--- config.mk ---
export PLATFORM = sky130hd
export DESIGN_NAME = reg_bank_flat
export DESIGN_NICKNAME = d
export VERILOG_FILES = /design/src/rtl/reg_bank_pkg.sv /design/src/rtl/reg_bank_if.sv /design/src/rtl/reg_bank_clr_seq.sv /design/src/rtl/reg_bank.sv /design/src/flat_wrapper.sv
export SDC_FILE = /design/constraint.sdc
export NUM_CORES = 1
export LEC_CHECK = 0
export BUFFER_PORTS_ARGS = -buffer_cell sky130_fd_sc_hd__buf_2
export CAP_MARGIN = 20
export CORE_MARGIN = 2
export CORE_UTILIZATION = 51
export CTS_CLUSTER_DIAMETER = 100
export DETAILED_ROUTE_END_ITERATION = 8
export PLACE_DENSITY = 0.69
export SYNTH_ARGS = -nofsm -noshare
export SYNTH_HDL_FRONTEND = slang
export SYNTH_SLANG_ARGS = --single-unit
export TNS_END_PERCENT = 20
--- constraint.sdc ---
create_clock -name clk -period 5.5 [get_ports clk]
set_clock_uncertainty 0.2 [all_clocks]
set_input_delay 0.275 -clock clk [delete_from_list [all_inputs] [get_ports clk]]
set_output_delay 0.275 -clock clk [all_outputs]
set_load 0.01 [all_outputs]
--- src/rtl/reg_bank_pkg.sv ---
// reg_bank shared types and default sizes.
// Imported by the interface, the clear sequencer and the top.
package reg_bank_pkg;

    localparam int REG_W  = 8;
    localparam int REG_AW = 4;
    localparam int REG_FW = 3;

    typedef enum logic [1:0] {
        IDLE,
        CLEAR,
        DONE
    } clr_state_t;

endpackage

--- src/rtl/reg_bank_if.sv ---
// reg_bank bus: write port, two read ports, flag load and bulk-clear control.
// The controller side uses master, the register bank uses slave.
interface reg_bank_if #(
    parameter int W  = reg_bank_pkg::REG_W,
    parameter int AW = reg_bank_pkg::REG_AW,
    parameter int FW = reg_bank_pkg::REG_FW
);

    logic          wr_en;
    logic [AW-1:0] wr_addr;
    logic [W-1:0]  dat_in;
    logic [AW-1:0] rd_addr0;
    logic [AW-1:0] rd_addr1;
    logic [W-1:0]  datA_out;
    logic [W-1:0]  datB_out;
    logic          flag_en;
    logic [FW-1:0] alu_flags;
    logic [FW-1:0] alu_flag_ff;
    logic          clr_req;
    logic          busy;
    logic          clr_done;

    modport master (
        output wr_en, wr_addr, dat_in,
        output rd_addr0, rd_addr1,
        output flag_en, alu_flags, clr_req,
        input  datA_out, datB_out,
        input  alu_flag_ff, busy, clr_done
    );

    modport slave (
        input  wr_en, wr_addr, dat_in,
        input  rd_addr0, rd_addr1,
        input  flag_en, alu_flags, clr_req,
        output datA_out, datB_out,
        output alu_flag_ff, busy, clr_done
    );

endinterface

--- src/rtl/reg_bank_clr_seq.sv ---
// Bulk-clear sequencer: sweeps ptr over every entry, one per cycle,
// then pulses clr_done for a single cycle before returning to IDLE.
module reg_bank_clr_seq
    import reg_bank_pkg::*;
#(
    parameter int AW = REG_AW
) (
    input  logic          clk,
    input  logic          reset,
    input  logic          clr_req,
    output logic          busy,
    output logic          clr_done,
    output logic          clr_we,
    output logic [AW-1:0] clr_addr
);

    localparam logic [AW-1:0] LAST = '1;

    clr_state_t    state_q, state_d;
    logic [AW-1:0] ptr_q, ptr_d;
    logic          busy_q, busy_d;
    logic          done_q, done_d;

    always_comb begin
        state_d = state_q;
        ptr_d   = ptr_q;
        unique case (state_q)
            IDLE: begin
                if (clr_req) begin
                    state_d = CLEAR;
                    ptr_d   = '0;
                end
            end
            CLEAR: begin
                ptr_d = ptr_q + AW'(1);
                if (ptr_q == LAST) state_d = DONE;
            end
            DONE:    state_d = IDLE;
            default: state_d = IDLE;
        endcase
        // Outputs are registered off the next state so they align with it
        busy_d = (state_d != IDLE);
        done_d = (state_d == DONE);
    end

    always_ff @(posedge clk) begin
        if (reset) begin
            state_q <= IDLE;
            ptr_q   <= '0;
            busy_q  <= 1'b0;
            done_q  <= 1'b0;
        end else begin
            state_q <= state_d;
            ptr_q   <= ptr_d;
            busy_q  <= busy_d;
            done_q  <= done_d;
        end
    end

    assign busy     = busy_q;
    assign clr_done = done_q;
    assign clr_we   = (state_q == CLEAR);
    assign clr_addr = ptr_q;

endmodule

--- src/rtl/reg_bank.sv ---
// 2**AW x W register bank: two async read ports, one write port, flags, bulk clear.
// Define REG_BANK_BYPASS_EN for same-cycle write-through forwarding on reads.
module reg_bank
    import reg_bank_pkg::*;
#(
    parameter int W  = REG_W,
    parameter int AW = REG_AW,
    parameter int FW = REG_FW
) (
    input logic       clk,
    input logic       reset,
    reg_bank_if.slave bus
);

    localparam int DEPTH = 2 ** AW;

    logic [W-1:0]  regs_q [DEPTH];
    logic [W-1:0]  regs_d [DEPTH];
    logic [FW-1:0] flags_q, flags_d;
    logic          busy;
    logic          clr_done;
    logic          clr_we;
    logic [AW-1:0] clr_addr;
    logic          wr_accept;
    logic [W-1:0]  rd_a;
    logic [W-1:0]  rd_b;

    reg_bank_clr_seq #(
        .AW(AW)
    ) u_clr_seq (
        .clk     (clk),
        .reset   (reset),
        .clr_req (bus.clr_req),
        .busy    (busy),
        .clr_done(clr_done),
        .clr_we  (clr_we),
        .clr_addr(clr_addr)
    );

    // Writes during a clear are dropped, never queued
    assign wr_accept = bus.wr_en && !busy && !reset;

    always_comb begin
        regs_d = regs_q;
        if (clr_we) begin
            regs_d[clr_addr] = '0;
        end else if (wr_accept) begin
            regs_d[bus.wr_addr] = bus.dat_in;
        end
        flags_d = bus.flag_en ? bus.alu_flags : flags_q;
    end

    always_ff @(posedge clk) begin
        if (reset) begin
            regs_q  <= '{default: '0};
            flags_q <= '0;
        end else begin
            regs_q  <= regs_d;
            flags_q <= flags_d;
        end
    end

    always_comb begin
        rd_a = regs_q[bus.rd_addr0];
        rd_b = regs_q[bus.rd_addr1];
`ifdef REG_BANK_BYPASS_EN
        if (wr_accept && bus.rd_addr0 == bus.wr_addr) rd_a = bus.dat_in;
        if (wr_accept && bus.rd_addr1 == bus.wr_addr) rd_b = bus.dat_in;
`endif
    end

    assign bus.datA_out    = rd_a;
    assign bus.datB_out    = rd_b;
    assign bus.alu_flag_ff = flags_q;
    assign bus.busy        = busy;
    assign bus.clr_done    = clr_done;

endmodule

--- src/flat_wrapper.sv ---
// flat-port wrapper written by rule: the top's interface ports become plain ports
module reg_bank_flat import reg_bank_pkg::*;
#(
    parameter int W  = REG_W,
    parameter int AW = REG_AW,
    parameter int FW = REG_FW
)
  (clk, reset, bus_wr_en, bus_wr_addr, bus_dat_in, bus_rd_addr0, bus_rd_addr1, bus_flag_en, bus_alu_flags, bus_clr_req, bus_datA_out, bus_datB_out, bus_alu_flag_ff, bus_busy, bus_clr_done);
  reg_bank_if #(.W(W), .AW(AW), .FW(FW)) bus_i ();
  input logic clk;
  input logic reset;
  input wire logic [$bits(bus_i.wr_en)-1:0] bus_wr_en;
  input wire logic [$bits(bus_i.wr_addr)-1:0] bus_wr_addr;
  input wire logic [$bits(bus_i.dat_in)-1:0] bus_dat_in;
  input wire logic [$bits(bus_i.rd_addr0)-1:0] bus_rd_addr0;
  input wire logic [$bits(bus_i.rd_addr1)-1:0] bus_rd_addr1;
  input wire logic [$bits(bus_i.flag_en)-1:0] bus_flag_en;
  input wire logic [$bits(bus_i.alu_flags)-1:0] bus_alu_flags;
  input wire logic [$bits(bus_i.clr_req)-1:0] bus_clr_req;
  output wire logic [$bits(bus_i.datA_out)-1:0] bus_datA_out;
  output wire logic [$bits(bus_i.datB_out)-1:0] bus_datB_out;
  output wire logic [$bits(bus_i.alu_flag_ff)-1:0] bus_alu_flag_ff;
  output wire logic [$bits(bus_i.busy)-1:0] bus_busy;
  output wire logic [$bits(bus_i.clr_done)-1:0] bus_clr_done;
  assign bus_i.wr_en = bus_wr_en;
  assign bus_i.wr_addr = bus_wr_addr;
  assign bus_i.dat_in = bus_dat_in;
  assign bus_i.rd_addr0 = bus_rd_addr0;
  assign bus_i.rd_addr1 = bus_rd_addr1;
  assign bus_i.flag_en = bus_flag_en;
  assign bus_i.alu_flags = bus_alu_flags;
  assign bus_i.clr_req = bus_clr_req;
  assign bus_datA_out = bus_i.datA_out;
  assign bus_datB_out = bus_i.datB_out;
  assign bus_alu_flag_ff = bus_i.alu_flag_ff;
  assign bus_busy = bus_i.busy;
  assign bus_clr_done = bus_i.clr_done;
  reg_bank #(.W(W), .AW(AW), .FW(FW)) u_core (.clk(clk), .reset(reset), .bus(bus_i));
endmodule
==> qor.yml <==
die:
  initial_utilization_pct: 52.14
  ios: 49
  fp.coreArea_um2: 13830
  die_x_um: 122.9
  dieArea_um2: 15100
  die_h_um: 122.9
  rows: 43
finish:
  final_cells: 1001
  diodes: 0
  drive_gt1_share_pct: 20.71
  multi_input_comb_area_um2: 4121
  final_nets: 840
  regArea_um2: 2783
  syn2layout_area_growth_pct: 11.87
  n_fill_cell: 1146
  layout_commonest_cell: "nand2_1"
  layout_common_cells: "275 x nand2_1, 139 x dfxtp_1, 106 x o21ai_0, 64 x mux4_2, 48 x buf_2"
timing:
  max_slew_margin_pct: 20.45
  setup_violations: 0
  fin_crit_sh_pct: 49.93
  hold_viol_final: 0
  max_freq_mhz: 364.2
  rsz0062_at_grt: "no"
  finalSetupTns_ns: 0
  slew_violations: 0
  worst_slew_pin_slew_ns: 1.188
  period_needed_ns: 2.746
logic_synthesis:
  synth_nets: 819
  syn_area_um2: 7209
  ys_warn_count: 0
  synth_ff_type: "dfxtp_1"
  synth_edf_count: 0
  ys_ff_latch: 139
  synth_cells: 787
  syn_area_per_cell_um2: 9.161
  yosysSeqAreaShare_pct: 38.60
  ys_async_sr_fraction_pct: 0
  ys_types: 34
power_and_ir_drop:
  p_int_mw: 1.728
  p_per_area_nw_per_um2: 282.5
  seq_power_share_pct: 45.0
  ir_drop_mv: 0.2011
  p_sw_share_pct: 24.17
  p_comb_share_pct: 7.8
  cellLeakagePower_nw: 2.800
  switchingPower_uw: 550.8
  p_clk_share_pct: 47.2
place:
  hpwl_um: 14050
  port_buffers: 48
  dp.cells: 956
  place_congestion: 0.8573
clock_tree:
  htree_levels: 4
  cts_buffers: 17
  clock_sinks: 139
  cts_root_buf: "clkbuf_16"
  cts_resized: 0
  clkTransAtPathRegs_ns: 0.06
  clock_latency_ns: 0.43
  cts_tree: "built"
  cts_setup_buffers: 0
  clk_path_buf_depth: 2
worst_setup_path:
  crit_chain: "nor2b_4 > a31oi_1 > nand2_1 > o21ai_0"
  critPathRequiredTime_ns: 5.57
  start_kind: "flip-flop"
  cp_num_buf_inv: 0
  criticalPathCategory: "reg2reg"
  cpMaxStageDelayCell: "nor2b_4"
  cp_max_fo: 30
  cp.arrival_ns: 2.82
  cp_top_family: "simple AND/OR/NAND/NOR gates"
  critPathMaxStageDelay_ns: 0.95
  end_kind: "flip-flop"
grt:
  grt_pass1_vias: 5962
  grt_overflow_total: 0
  antenna_found_initial: 0
  grt_pass1_wl_um: 32000
  grt_start_max_net_pins: 33
  grt_usage_pct: 29.01
route:
  drtIter0Drc: 798
  vias: 6033
  via_per_inst: 6.027
  drc: 0
  wire_per_inst_um: 20.89
  antenna_left: 0
  routed_wl_um: 20910
  drtPass1Iterations: 5
outcome:
  status: "completed"
job:
  drv_cap: 0
hold_path:
  hold_path_class: "in2reg"
-- what timing repair did --
item	CTS	global route
hold endpoints to repair	4	0
hold buffers	7	0
endpoints found under the setup margin	0	0
-- synth_stat cells, types with 2 or more instances --
library cell,number,area (um^2)
nor4_4,8,170.2
nor2_1,12,45.04
a31oi_1,12,75.07
ha_1,4,50.05
o21ai_1,23,115.1
and2_1,3,18.77
mux2i_1,3,30.03
nor4b_2,6,90.09
dfxtp_1,139,2783
o21ai_0,106,530.5
mux4_2,64,1441
a21oi_1,5,25.02
nor2b_1,8,50.05
buf_1,4,15.01
nand2_1,275,1032
nand3b_1,3,22.52
nor3_1,2,10.01
nor4b_4,2,47.55
nor4_1,2,12.51
buf_2,31,155.2
buf_6,4,45.04
inv_1,2,7.510
a22oi_1,34,255.2
or3b_2,3,26.28
nand3_1,2,10.01
clkbuf_1,22,82.58
-- stage by stage --
stage / power, mW / util [%] / area, um^2 / hold WS, ns / setup WS (ns)
finish: 2.279 / 58.33 / 8065 / 0.06975 / 2.754
global route: 2.348 / 58.33 / 8065 / 0.09596 / 2.665
CTS: 2.283 / 58.00 / 8020 / 0.06030 / 2.845
detailed placement: 1.216 / 53.52 / 7400 / 0.2547 / 2.647
global placement: 1.212 / 53.52 / 7400 / 0.2416 / 2.784
floorplan: 1.165 / - / 7209 / 0.2222 / 3.421
-- layer usage --
| metal | global-route usage [%] | up-vias | routed length, um | part of all wire, % |
|---|---|---|---|---|
| li1 | - | 2841 | - | - |
| met1 | 36.35 | 2901 | 8391 | 40 |
| met2 | 49.27 | 267 | 10510 | 50 |
| met3 | 6.042 | 24 | 1553 | 7.4 |
| met4 | 10.99 | 0 | 455 | 2.2 |
| met5 | 0 | - | 0 | 0 |
-- sequential cells by signal, indices dropped and copies added, names as in the netlist --
signal,count
u_core.regs_q,128
u_core.u_clr_seq.clr_addr,4
u_core.bus.alu_flag_ff,3
u_core.u_clr_seq.state_q,2
u_core.u_clr_seq.busy,1
u_core.u_clr_seq.clr_done,1
-- logic make-up after synthesis --
kind of cell	Yosys count	share of synthesized area [%]
compound gates	181	13.99
fa+ha+maj	4	0.6942
buf+inv	64	4.339
flops	139	38.60
mux	68	20.57
simple gates	331	21.82
-- cell type report --
type | instances | share of cell area, %
sequential | 139 | 34.50
inverter | 2 | 0.09308
multi-input combinational | 584 | 51.10
tap | 180 | 2.792
clock buffer | 25 | 6.019
clock inverter | 7 | 0.8067
timing repair buffer | 64 | 4.685
-- final timing paths --
path                                          startpoint                                   endpoint  slack [ns]  cells past startpoint
setup / recovery  u_core.u_clr_seq.state_q[0]$_SDFF_PP0_             u_core.regs_q[56]$_SDFFE_PP0P_        2.75                      4
hold / removal                                     reset  u_core.u_clr_seq.clr_addr[1]$_SDFFE_PP0P_        0.07                      2
setup reg to reg  u_core.u_clr_seq.state_q[0]$_SDFF_PP0_             u_core.regs_q[56]$_SDFFE_PP0P_        2.75                      4
hold reg to reg           u_core.regs_q[62]$_SDFFE_PP0P_             u_core.regs_q[62]$_SDFFE_PP0P_        0.27                      2
-- power by group through the flow --
stage	clock network, mW	registers, mW	logic, mW
floorplan	0	1.05	0.119
global placement	0	1.05	0.165
detailed placement	0	1.05	0.169
CTS	1.08	1.03	0.173
global route	1.13	1.03	0.188
finish	1.08	1.03	0.177
-- worst reg2reg max path, cell delays in order, from the launching register on --
cell and delay, ns:
dfxtp_1 0.42, nor2b_4 0.96, a31oi_1 0.69, nand2_1 0.22
o21ai_0 0.10
Power figures use the tool's default switching activity.
